### src/rtl/cla_multiword_adder_if.sv
// Operand request / result handshake bundle for cla_multiword_adder.
// The ovf signal exists only when OVERFLOW_FLAG_EN is defined.
interface cla_multiword_adder_if #(
  parameter int unsigned N     = 4,
  parameter int unsigned WORDS = 4
);
  localparam int unsigned W = N * WORDS;

  logic         in_valid;
  logic         in_ready;
  logic [W-1:0] a;
  logic [W-1:0] b;
  logic         cin;
  logic         sum_valid;
  logic         sum_ready;
  logic [W-1:0] sum;
  logic         cout;
  logic         busy;
`ifdef OVERFLOW_FLAG_EN
  logic         ovf;
`endif

  modport master (
`ifdef OVERFLOW_FLAG_EN
    input  ovf,
`endif
    output in_valid, a, b, cin, sum_ready,
    input  in_ready, sum_valid, sum, cout, busy
  );

  modport slave (
`ifdef OVERFLOW_FLAG_EN
    output ovf,
`endif
    input  in_valid, a, b, cin, sum_ready,
    output in_ready, sum_valid, sum, cout, busy
  );
endinterface

### src/rtl/cla_multiword_adder.sv
// Multi-precision adder: one N-bit carry-lookahead slice per clock, LSB slice first.
// Optional macro OVERFLOW_FLAG_EN adds a registered two's-complement overflow output.
module cla_multiword_adder #(
  parameter int unsigned N     = 4,
  parameter int unsigned WORDS = 4
) (
  input  logic                  clk,
  input  logic                  rst,
  cla_multiword_adder_if.slave  bus
);
  localparam int unsigned W  = N * WORDS;
  localparam int unsigned IW = (WORDS > 1) ? $clog2(WORDS) : 1;
  localparam logic [IW-1:0] LAST = IW'(WORDS - 1);

  typedef enum logic [1:0] {
    IDLE = 2'd0,
    RUN  = 2'd1,
    DONE = 2'd2
  } state_t;

  state_t          state_q, state_d;
  logic [IW-1:0]   idx_q, idx_d;
  logic [W-1:0]    a_q, a_d, b_q, b_d, sum_q, sum_d;
  logic            carry_q, carry_d, cout_q, cout_d;
  logic            in_ready_q, in_ready_d, sum_valid_q, sum_valid_d, busy_q, busy_d;
`ifdef OVERFLOW_FLAG_EN
  logic            ovf_q, ovf_d;
`endif

  logic [N-1:0]    a_sl, b_sl, g, p, s;
  logic [N:0]      c;
  logic            prod, cc;

  // Current slice selection and flattened lookahead carries from the carry register
  always_comb begin
    a_sl = '0;
    b_sl = '0;
    for (int k = 0; k < int'(WORDS); k++) begin
      if (idx_q == IW'(k)) begin
        a_sl = a_q[k*N +: N];
        b_sl = b_q[k*N +: N];
      end
    end
    g    = a_sl & b_sl;
    p    = a_sl ^ b_sl;
    c    = '0;
    c[0] = carry_q;
    prod = 1'b0;
    cc   = 1'b0;
    for (int i = 0; i < int'(N); i++) begin
      cc = 1'b0;
      for (int j = 0; j <= i; j++) begin
        prod = g[j];
        for (int m = j + 1; m <= i; m++) prod = prod & p[m];
        cc = cc | prod;
      end
      prod = carry_q;
      for (int m = 0; m <= i; m++) prod = prod & p[m];
      c[i+1] = cc | prod;
    end
    s = p ^ c[N-1:0];
  end

  // Next-state and next register values
  always_comb begin
    state_d = state_q;
    idx_d   = idx_q;
    a_d     = a_q;
    b_d     = b_q;
    sum_d   = sum_q;
    carry_d = carry_q;
    cout_d  = cout_q;
`ifdef OVERFLOW_FLAG_EN
    ovf_d   = ovf_q;
`endif
    case (state_q)
      IDLE: begin
        if (bus.in_valid && in_ready_q) begin
          a_d     = bus.a;
          b_d     = bus.b;
          carry_d = bus.cin;
          idx_d   = '0;
          state_d = RUN;
        end
      end
      RUN: begin
        for (int k = 0; k < int'(WORDS); k++) begin
          if (idx_q == IW'(k)) sum_d[k*N +: N] = s;
        end
        carry_d = c[N];
        if (idx_q == LAST) begin
          cout_d  = c[N];
`ifdef OVERFLOW_FLAG_EN
          ovf_d   = c[N-1] ^ c[N];
`endif
          state_d = DONE;
        end else begin
          idx_d = idx_q + IW'(1);
        end
      end
      DONE: begin
        if (bus.sum_ready) state_d = IDLE;
      end
      default: state_d = IDLE;
    endcase
    in_ready_d  = (state_d == IDLE);
    sum_valid_d = (state_d == DONE);
    busy_d      = (state_d != IDLE);
  end

  always_ff @(posedge clk or posedge rst) begin
    if (rst) begin
      state_q     <= IDLE;
      idx_q       <= '0;
      a_q         <= '0;
      b_q         <= '0;
      sum_q       <= '0;
      carry_q     <= 1'b0;
      cout_q      <= 1'b0;
      in_ready_q  <= 1'b1;
      sum_valid_q <= 1'b0;
      busy_q      <= 1'b0;
`ifdef OVERFLOW_FLAG_EN
      ovf_q       <= 1'b0;
`endif
    end else begin
      state_q     <= state_d;
      idx_q       <= idx_d;
      a_q         <= a_d;
      b_q         <= b_d;
      sum_q       <= sum_d;
      carry_q     <= carry_d;
      cout_q      <= cout_d;
      in_ready_q  <= in_ready_d;
      sum_valid_q <= sum_valid_d;
      busy_q      <= busy_d;
`ifdef OVERFLOW_FLAG_EN
      ovf_q       <= ovf_d;
`endif
    end
  end

  assign bus.in_ready  = in_ready_q;
  assign bus.sum_valid = sum_valid_q;
  assign bus.sum       = sum_q;
  assign bus.cout      = cout_q;
  assign bus.busy      = busy_q;
`ifdef OVERFLOW_FLAG_EN
  assign bus.ovf       = ovf_q;
`endif

endmodule

### src/flat_wrapper.sv
// flat-port wrapper written by rule: the top's interface ports become plain ports
module cla_multiword_adder_flat 
#(
  parameter int unsigned N     = 4,
  parameter int unsigned WORDS = 4
)
  (clk, rst, bus_in_valid, bus_a, bus_b, bus_cin, bus_sum_ready, bus_in_ready, bus_sum_valid, bus_sum, bus_cout, bus_busy);
  cla_multiword_adder_if #(.N(N), .WORDS(WORDS)) bus_i ();
  input  logic clk;
  input  logic rst;
  input wire logic [$bits(bus_i.in_valid)-1:0] bus_in_valid;
  input wire logic [$bits(bus_i.a)-1:0] bus_a;
  input wire logic [$bits(bus_i.b)-1:0] bus_b;
  input wire logic [$bits(bus_i.cin)-1:0] bus_cin;
  input wire logic [$bits(bus_i.sum_ready)-1:0] bus_sum_ready;
  output wire logic [$bits(bus_i.in_ready)-1:0] bus_in_ready;
  output wire logic [$bits(bus_i.sum_valid)-1:0] bus_sum_valid;
  output wire logic [$bits(bus_i.sum)-1:0] bus_sum;
  output wire logic [$bits(bus_i.cout)-1:0] bus_cout;
  output wire logic [$bits(bus_i.busy)-1:0] bus_busy;
  assign bus_i.in_valid = bus_in_valid;
  assign bus_i.a = bus_a;
  assign bus_i.b = bus_b;
  assign bus_i.cin = bus_cin;
  assign bus_i.sum_ready = bus_sum_ready;
  assign bus_in_ready = bus_i.in_ready;
  assign bus_sum_valid = bus_i.sum_valid;
  assign bus_sum = bus_i.sum;
  assign bus_cout = bus_i.cout;
  assign bus_busy = bus_i.busy;
  cla_multiword_adder #(.N(N), .WORDS(WORDS)) u_core (.clk(clk), .rst(rst), .bus(bus_i));
endmodule
### config.mk
export PLATFORM = sky130hd
export DESIGN_NAME = cla_multiword_adder_flat
export DESIGN_NICKNAME = d
export VERILOG_FILES = /design/src/rtl/cla_multiword_adder_if.sv /design/src/rtl/cla_multiword_adder.sv /design/src/flat_wrapper.sv
export SDC_FILE = /design/constraint.sdc
export NUM_CORES = 1
export LEC_CHECK = 0
export CAP_MARGIN = 25
export CORE_ASPECT_RATIO = 0.5
export CORE_MARGIN = 2
export CORE_UTILIZATION = 35
export DETAILED_ROUTE_END_ITERATION = 7
export GPL_TIMING_DRIVEN = 0
export PLACE_DENSITY = 0.58
export SLEW_MARGIN = 20
export SYNTH_ARGS = -nofsm -noshare
export SYNTH_HDL_FRONTEND = slang
export SYNTH_SLANG_ARGS = --single-unit
### constraint.sdc
create_clock -name clk -period 3.02 [get_ports clk]
set_input_delay 0.604 -clock clk [delete_from_list [all_inputs] [get_ports clk]]
set_output_delay 0.604 -clock clk [all_outputs]
set_load 0.01 [all_outputs]
Word-level counts from Yosys, hierarchy flattened
Cells that the tools add are included.
- register bits: 57
- latch bits: 0
- bits in writable memories: 0
- memory bits (read-only): 0
- bits of input ports: 37
- output and inout bits: 20
- memories kept: 0
- add/sub/neg operators: 1
- multiply operators: 0
- div/mod/pow operators: 0
- $lt $le $gt $ge: 0
- equality and inequality tests: 8
- shift operators: 0
- muxes and demuxes: 17
- bitwise operators: 23
- reductions and logical operators: 13
- operators by type and width (kind ; number):
    two-way mux 4 bit ; 8
    AND reduction 2 bit ; 6
    AND 1 bit ; 10
    two-way mux 2 bit ; 5
    bitwise OR 1 bit ; 10
    equality test 2 bit (second input constant) ; 4
    bitwise XOR 4 bit ; 2
    logical NOT 2 bit ; 3
    one-hot mux 2 bit (3 select lines) ; 1
    AND 4 bit ; 1
    equality test 2 x 1 -> 1 bit (second input constant) ; 2
    one-hot mux 2 bit (2 select lines) ; 1
    nonzero test 2 bit ; 2
    AND reduction 3 bit ; 1
    adder 2 x 1 -> 2 bit (second input constant) ; 1
    inequality test 2 x 1 -> 1 bit (second input constant) ; 1
    inequality test 2 bit (second input constant) ; 1
    one-hot mux 1 bit (2 select lines) ; 1
    logical AND 1 bit ; 1
    two-way mux 1 bit ; 1

Depth between registers and ports, before layout
Gate-level depths: netlist of the first run.
- depth after elaboration: 14
- mapped depth: 11
- depth with buffers taken out: 10

Worst setup path after synthesis of the first run
OpenSTA, ideal clock, no wires.
- kind: reg-to-reg
- from: register u_core.idx_q[0]
- to: register u_core.cout_q (netlist: u_core.bus.cout)
- setup time: 0.124 ns
- arrival: 2.352 ns
- required time: 2.896 ns
- slack: 0.544 ns
- cell stages (with the launch flop): 12
- path buffers: 2
- clock period less this slack: 2.476 ns
- cell sequence: dfrtp_1 inv_1 ha_1 buf_2 buf_2 a21oi_1 a22o_1 ha_1 ha_1 o211ai_1 a21boi_2 o31a_1
- word-level cells in the longest chain between the ends: 13
- elaborated cells on any way between the ends: 29
- classes of those cells: eq/ne: 3; mux: 8; bitwise: 16; reduce/logical: 2
- RTL lines (item ; RTL line ; text):
    from (decl) ; cla_multiword_adder.sv:22 ; logic [IW-1:0] idx_q, idx_d;
    from (signal assigned) ; cla_multiword_adder.sv:128 ; idx_q <= idx_d;
    logical NOT 2 bit ; cla_multiword_adder.sv:39 ; if (idx_q == IW'(k)) begin
    two-way mux 4 bit (4 in a row) ; cla_multiword_adder.sv:39 ;
    AND 4 bit / bitwise XOR 4 bit (equally long branches) ; cla_multiword_adder.sv:44, cla_multiword_adder.sv:45 ;
    AND 1 bit (3 in a row) ; cla_multiword_adder.sv:54 ; for (int m = j + 1; m <= i; m++) prod = prod & p[m];
    bitwise OR 1 bit (3 in a row) ; cla_multiword_adder.sv:55 ; cc = cc | prod;
    bitwise OR 1 bit ; cla_multiword_adder.sv:59 ; c[i+1] = cc | prod;
    to (signal assigned) ; cla_multiword_adder.sv:133 ; cout_q <= cout_d;
    to (decl) ; cla_multiword_adder.sv:24 ; logic carry_q, carry_d, cout_q, cout_d;
Parallel ways exist; a longest one is shown, timed or not.
A chain may end at the register's enable or synchronous reset.

Worst setup path after layout of the first run
Ends and elaborated chain as after synthesis.

==> results of run 1 <==
[metrics by stage]
stage / power (uW) / TNS (ns) / utilization (%) / hold slack, ns
6_report: 4330 / 0 / 49.25 / 0.4740
5_1_grt: 4697 / 0 / 49.25 / 0.4913
4_1_cts: 4296 / 0 / 49.05 / 0.4788
3_5_place_dp: 3410 / 0 / 45.62 / 0.4676
3_3_place_gp: 3343 / -0.8791 / 45.59 / 0.4613
2_1_floorplan: 2676 / 0 / - / 0.4444
[synth_stat cells]
library cell / number / area, um2
nand2_1: 104 / 390.4
dfrtp_1: 56 / 1401
o21ai_0: 25 / 125.1
a21oi_1: 17 / 85.08
inv_1: 11 / 41.29
ha_1: 9 / 112.6
a22o_1: 8 / 70.07
buf_2: 7 / 35.03
buf_4: 5 / 37.54
buf_6: 4 / 45.04
mux2_2: 4 / 45.04
nand3b_1: 4 / 30.03
o31ai_1: 4 / 30.03
nand2b_1: 2 / 12.51
nor2_1: 2 / 7.510
o211ai_1: 2 / 15.01
or2_2: 2 / 12.51
a21boi_2: 1 / 11.26
a2bb2oi_1: 1 / 8.760
and3_1: 1 / 6.260
and3b_2: 1 / 10.01
and4bb_4: 1 / 16.27
dfstp_2: 1 / 26.28
fa_1: 1 / 20.02
mux2i_1: 1 / 10.01
nand3_1: 1 / 5.000
nand4bb_1: 1 / 11.26
o21a_1: 1 / 7.510
o21ai_2: 1 / 8.760
o2bb2ai_1: 1 / 8.760
o31a_1: 1 / 8.760
or3_1: 1 / 6.260
xnor2_1: 1 / 8.760
[state kept, by name, indices dropped and copies added (netlist names)]
name and count:
u_core.idx_q 2, u_core.a_q 16, u_core.b_q 16, u_core.bus.in_ready 1
u_core.bus.busy 1, u_core.state_q 2, u_core.bus.sum 16, u_core.carry_q 1
u_core.bus.cout 1, u_core.bus.sum_valid 1
[layout make-up]
cell class	count	area, um2	area share, %
Tap cell	96	120.1	3.318
Sequential cell	57	1428	39.44
Buffer	16	117.6	3.249
Clock buffer	12	246.5	6.810
Timing Repair Buffer	58	575.6	15.90
Clock inverter	1	5.005	0.1383
Multi-Input combinational cell	198	1084	29.93
Inverter	11	43.79	1.210
[critical path: stages (launching register included)]
cell	delay [ns]
dfrtp_1	0.41
inv_1	0.11
ha_1	0.14
buf_2	0.19
buf_2	0.26
a21oi_1	0.10
a22o_1	0.27
ha_1	0.30
ha_1	0.21
o211ai_1	0.21
buf_4	0.15
a21boi_2	0.09
o31a_1	0.25
[metal layers]
metal  wire, um  up-vias  global-route usage (%)  part of all wire (%)
met5          0        -                       0                     0
met3        249        9                   4.805                   4.2
met2       2519       40                   23.66                    42
met4        105        0                   7.005                   1.8
li1           -     1073                       -                     -
met1       3094     1001                   21.43                    52
[placed cells by master, fill, tap and decap left out, types with 2 or more instances in the layout]
master           instances
nand2_1                104
clkdlybuf4s50_1         56
dfrtp_1                 56
o21ai_0                 25
a21oi_1                 17
inv_1                   10
ha_1                     9
clkbuf_16                9
a22o_1                   8
buf_2                    7
buf_4                    7
buf_6                    4
nand3b_1                 4
mux2_2                   4
o31ai_1                  4
nand2b_1                 2
nor2_1                   2
or2_2                    2
o211ai_1                 2
clkbuf_1                 2
[cell families after synthesis]
| family | Yosys count | synth area share (%) |
|---|---|---|
| buffers and inverters | 27 | 5.951 |
| muxes | 5 | 2.062 |
| xor gates and xnor gates | 1 | 0.3281 |
| adders and majority gates | 10 | 4.967 |
| AOI/OAI and AO/OA | 62 | 14.20 |
| and+or+nand+nor | 120 | 19.03 |
| DFF | 57 | 53.47 |
[power by group]
part / leakage [uW] / switching [uW] / internal (uW)
logic: 0.000890 / 1140 / 1010
registers: 0.000709 / 187 / 1140
clock network: 0.000124 / 299 / 558
[final timing paths]
kind / slack (ns) / start / endpoint
max in group asynchronous: 1.80 / rst / u_core.b_q[5]
worst min-delay path: 0.47 / u_core.b_q[3] / u_core.b_q[3]
worst min register to register: 0.47 / u_core.b_q[3] / u_core.b_q[3]
worst max register to register: 0.21 / u_core.idx_q[0] / u_core.bus.cout
min in group asynchronous: 0.75 / rst / u_core.bus.sum[6]
worst max-delay path: 0.21 / u_core.idx_q[0] / u_core.bus.cout
==> impl_metrics.env, run 1 <==
export IMPL_max_slew_margin_pct=53.37
export IMPL_grt_overflow_total=0
export IMPL_routabilityCongestion=0.8069
export IMPL_dp_cells=434
export IMPL_status="completed"
export IMPL_min_period_ns=2.813
export IMPL_final_area_mm2=0.003620
export IMPL_tightest_slew_ns=0.6994
export IMPL_post_cts_buffers=0
export IMPL_cts_root_buf="clkbuf_16"
export IMPL_core_mm2=0.007350
export IMPL_die_height_um=65.76
export IMPL_grt_pass1_wl_mm=9.984
export IMPL_clock_fmax_ghz=0.3555
export IMPL_postRouteAntennaNets=0
export IMPL_syn_area_mm2=0.002670
export IMPL_place_area_mm2=0.003353
export IMPL_antenna_found_initial=0
export IMPL_final_max_slew_viol_count=0
export IMPL_cts_resized=0
export IMPL_crit_fanout=10
export IMPL_syn_nets=329
export IMPL_insertedDiodeCount=0
export IMPL_h_tree_depth=3
export IMPL_cts_buffer_depth=2
export IMPL_vias_per_cell=4.728
export IMPL_rsz0062_at_grt="false"
export IMPL_port_buffers=56
export IMPL_synth_cell_types=33
export IMPL_routed_wl_mm=5.969
export IMPL_num_io_pins=57
export IMPL_drtIter0Drc=86
export IMPL_drc=0
export IMPL_min_period_over_period_pct=93.15
export IMPL_irDropWorstVdd_uv=396.1
export IMPL_syn_area_per_cell_um2=9.468
export IMPL_synth_cells=282
export IMPL_num_rows=22
export IMPL_hpwl_mm=4.487
export IMPL_drv_cap=0
export IMPL_timing_final_ws_setup_ns=0.2067
export IMPL_setup_violations_final=0
export IMPL_cts_sinks=57
export IMPL_vias=2123
export IMPL_crit_arrival_ns=3.02
export IMPL_hold_path_depth=2
export IMPL_nFillCells=694
export IMPL_p_leak_uw=0.001723
export IMPL_dieArea_mm2=0.008386
export IMPL_skew_ns=0.007248
export IMPL_critPathKind="reg2reg"
export IMPL_worstRegToRegCells=12
export IMPL_synth_warnings=0
export IMPL_path_clk_slew_ns=0.04
export IMPL_grt_pass1_vias=2103
export IMPL_cp_start_kind="flip-flop"
export IMPL_cts_tree="yes"
export IMPL_worstPathRequired_ns=3.23
export IMPL_ctsHoldBuffers=0
export IMPL_finalNonFillerCells=449
export IMPL_pre_cts_slack_ns=0.2054
export IMPL_cts_buffers_inserted=9
export IMPL_drive_above_1_share_pct=11.61
export IMPL_synth_seq_area_share_pct=53.47
export IMPL_drt_first_pass_iters=4
export IMPL_pwr_density_cell_mw_per_mm2=1196
export IMPL_clock_latency_ns=0.33
export IMPL_fin_nets=398
export IMPL_worst_setup_path_end_kind="flip-flop"
export IMPL_hp_class="reg2reg"
export IMPL_syn_to_final_growth_pct=35.57
export IMPL_wire_per_inst_um=13.29
export IMPL_synth_seq_cells=57
export IMPL_die_w_um=127.5
export IMPL_grt_max_degree=58
export IMPL_hold_viol=0
export IMPL_start_util_pct=36.33
export IMPL_track_usage_pct=15.86
Note: power is estimated with default switching activity, not from simulation.
==> inputs of run 2 (changes only) <==
Settings changed: CORE_UTILIZATION 35 to 50, PLACE_DENSITY 0.58 to 0.78.
==> impl_metrics.env, run 2 (synthesized netlist as in run 1, its figures left out) <==
export IMPL_status="completed"
export IMPL_cp_start_kind="flip-flop"
export IMPL_max_slew_margin_pct=54.05
export IMPL_cp_num_buf_inv=3
export IMPL_grt_pass1_vias=2142
export IMPL_hpwl_mm=4.389
export IMPL_ctsHoldBuffers=0
export IMPL_cts_buffer_depth=2
export IMPL_hp_class="reg2reg"
export IMPL_syn_to_final_growth_pct=30.41
export IMPL_core_mm2=0.005045
export IMPL_h_tree_depth=3
export IMPL_grt_pass1_wl_mm=9.832
export IMPL_postRouteAntennaNets=0
export IMPL_vias_per_cell=5.191
export IMPL_drtIter0Drc=87
export IMPL_skew_ns=0.003346
export IMPL_cts_tree="yes"
export IMPL_worstPathRequired_ns=3.23
export IMPL_grt_max_degree=58
export IMPL_critPathKind="reg2reg"
export IMPL_num_io_pins=57
export IMPL_setup_violations_final=0
export IMPL_path_depth=11
export IMPL_pwr_density_cell_mw_per_mm2=1143
export IMPL_routabilityCongestion=0.8111
export IMPL_drv_cap=0
export IMPL_min_period_over_period_pct=93.42
export IMPL_finalNonFillerCells=423
export IMPL_layout_commonest_cell="nand2_1"
export IMPL_port_buffers=56
export IMPL_cts_sinks=57
export IMPL_crit_chain="inv_1 > ha_1 > buf_2 > buf_2 > a21oi_1 > a22o_1 > ha_1 > ha_1 > o211ai_1 > a21boi_2 > o31a_1"
export IMPL_irDropWorstVdd_uv=467.7
export IMPL_track_usage_pct=21.46
export IMPL_dp_cells=408
export IMPL_crit_arrival_ns=3.03
export IMPL_slowest_stage="dfrtp_1"
export IMPL_cts_resized=0
export IMPL_tightest_slew_ns=0.6892
export IMPL_num_rows=18
export IMPL_wire_per_inst_um=13.80
export IMPL_cts_buffers_inserted=9
export IMPL_grt_overflow_total=0
export IMPL_p_leak_uw=0.001678
export IMPL_clock_fmax_ghz=0.3544
export IMPL_place_area_mm2=0.003321
export IMPL_crit_fanout=10
export IMPL_drive_above_1_share_pct=11.90
export IMPL_postLayoutCoreUtil_pct=69.02
export IMPL_worstRegToRegCells=11
export IMPL_path_delay_family="compound AO/OA/AOI/OAI gates"
export IMPL_path_clk_slew_ns=0.06
export IMPL_drt_first_pass_iters=6
export IMPL_die_height_um=55.68
export IMPL_tns_ns=0
export IMPL_routed_wl_mm=5.836
export IMPL_insertedDiodeCount=0
export IMPL_vias=2196
export IMPL_cts_root_buf="clkbuf_8"
export IMPL_post_cts_buffers=0
export IMPL_hold_viol=0
export IMPL_die_w_um=107.3
export IMPL_path_common_cell="ha_1"
export IMPL_fin_nets=396
export IMPL_drc=0
export IMPL_worst_setup_path_end_kind="flip-flop"
export IMPL_clock_latency_ns=0.33
export IMPL_antenna_found_initial=0
export IMPL_layout_common_cells="104 x nand2_1, 56 x clkdlybuf4s50_1, 56 x dfrtp_1"
export IMPL_hold_path_depth=2
export IMPL_final_max_slew_viol_count=0
export IMPL_max_stage_delay_ns=0.41
export IMPL_rsz0062_at_grt="false"
export IMPL_power_uw=3979
export IMPL_dieArea_mm2=0.005976
export IMPL_nFillCells=433
export IMPL_final_area_mm2=0.003482
export IMPL_start_util_pct=52.93
export IMPL_min_period_ns=2.821
## run 2: where the power goes
| part | switching, uW | total, uW | internal (uW) |
|---|---|---|---|
| registers | 186 | 1320 | 1130 |
| logic | 1110 | 2070 | 958 |
| clock network | 281 | 590 | 309 |
## run 2: cell type report
| type | count | area [um2] | area share (%) |
|---|---|---|---|
| buffer | 16 | 117.6 | 3.378 |
| clock buffer | 11 | 141.4 | 4.060 |
| clock inverter | 4 | 20.02 | 0.5749 |
| inverter | 11 | 43.79 | 1.258 |
| multi-input combinational | 198 | 1084 | 31.12 |
| sequential | 57 | 1428 | 41.00 |
| tap | 70 | 87.58 | 2.515 |
| timing repair buffer | 56 | 560.5 | 16.10 |
## run 2: through the flow
step                hold WS [ns]  setup slack (ns)
floorplan                 0.4444            0.5444
global route              0.5000          0.007275
finish                    0.4750            0.1986
detailed placement        0.4633            0.2081
CTS                       0.4798            0.2027
global placement          0.4601           0.06663
## run 2: worst register-to-register path, delay by kind of cell, from the launching register on
kind | cells | cell delay (ns)
compound gates | 5 | 1.06
buf+inv | 3 | 0.57
fa+ha+maj | 3 | 0.66
flops | 1 | 0.41
## run 2: path summary, 6_finish.rpt
kind / start / endpoint / slack [ns]
max: u_core.idx_q[0] / u_core.bus.cout / 0.20
min: u_core.b_q[3] / u_core.b_q[3] / 0.48
max reg2reg: u_core.idx_q[0] / u_core.bus.cout / 0.20
min reg2reg: u_core.b_q[3] / u_core.b_q[3] / 0.48
max in group asynchronous: rst / u_core.state_q[0] / 1.82
min in group asynchronous: rst / u_core.bus.sum[13] / 0.74
## run 2: routing by layer
metal  global-route usage [%]  vias up  routed length (um)
li1                         -     1065                   -
met1                    26.97     1058                2684
met2                    34.90       66                2694
met3                    7.611        7                 398
met4                    7.143        0                  60
met5                        0        -                   0
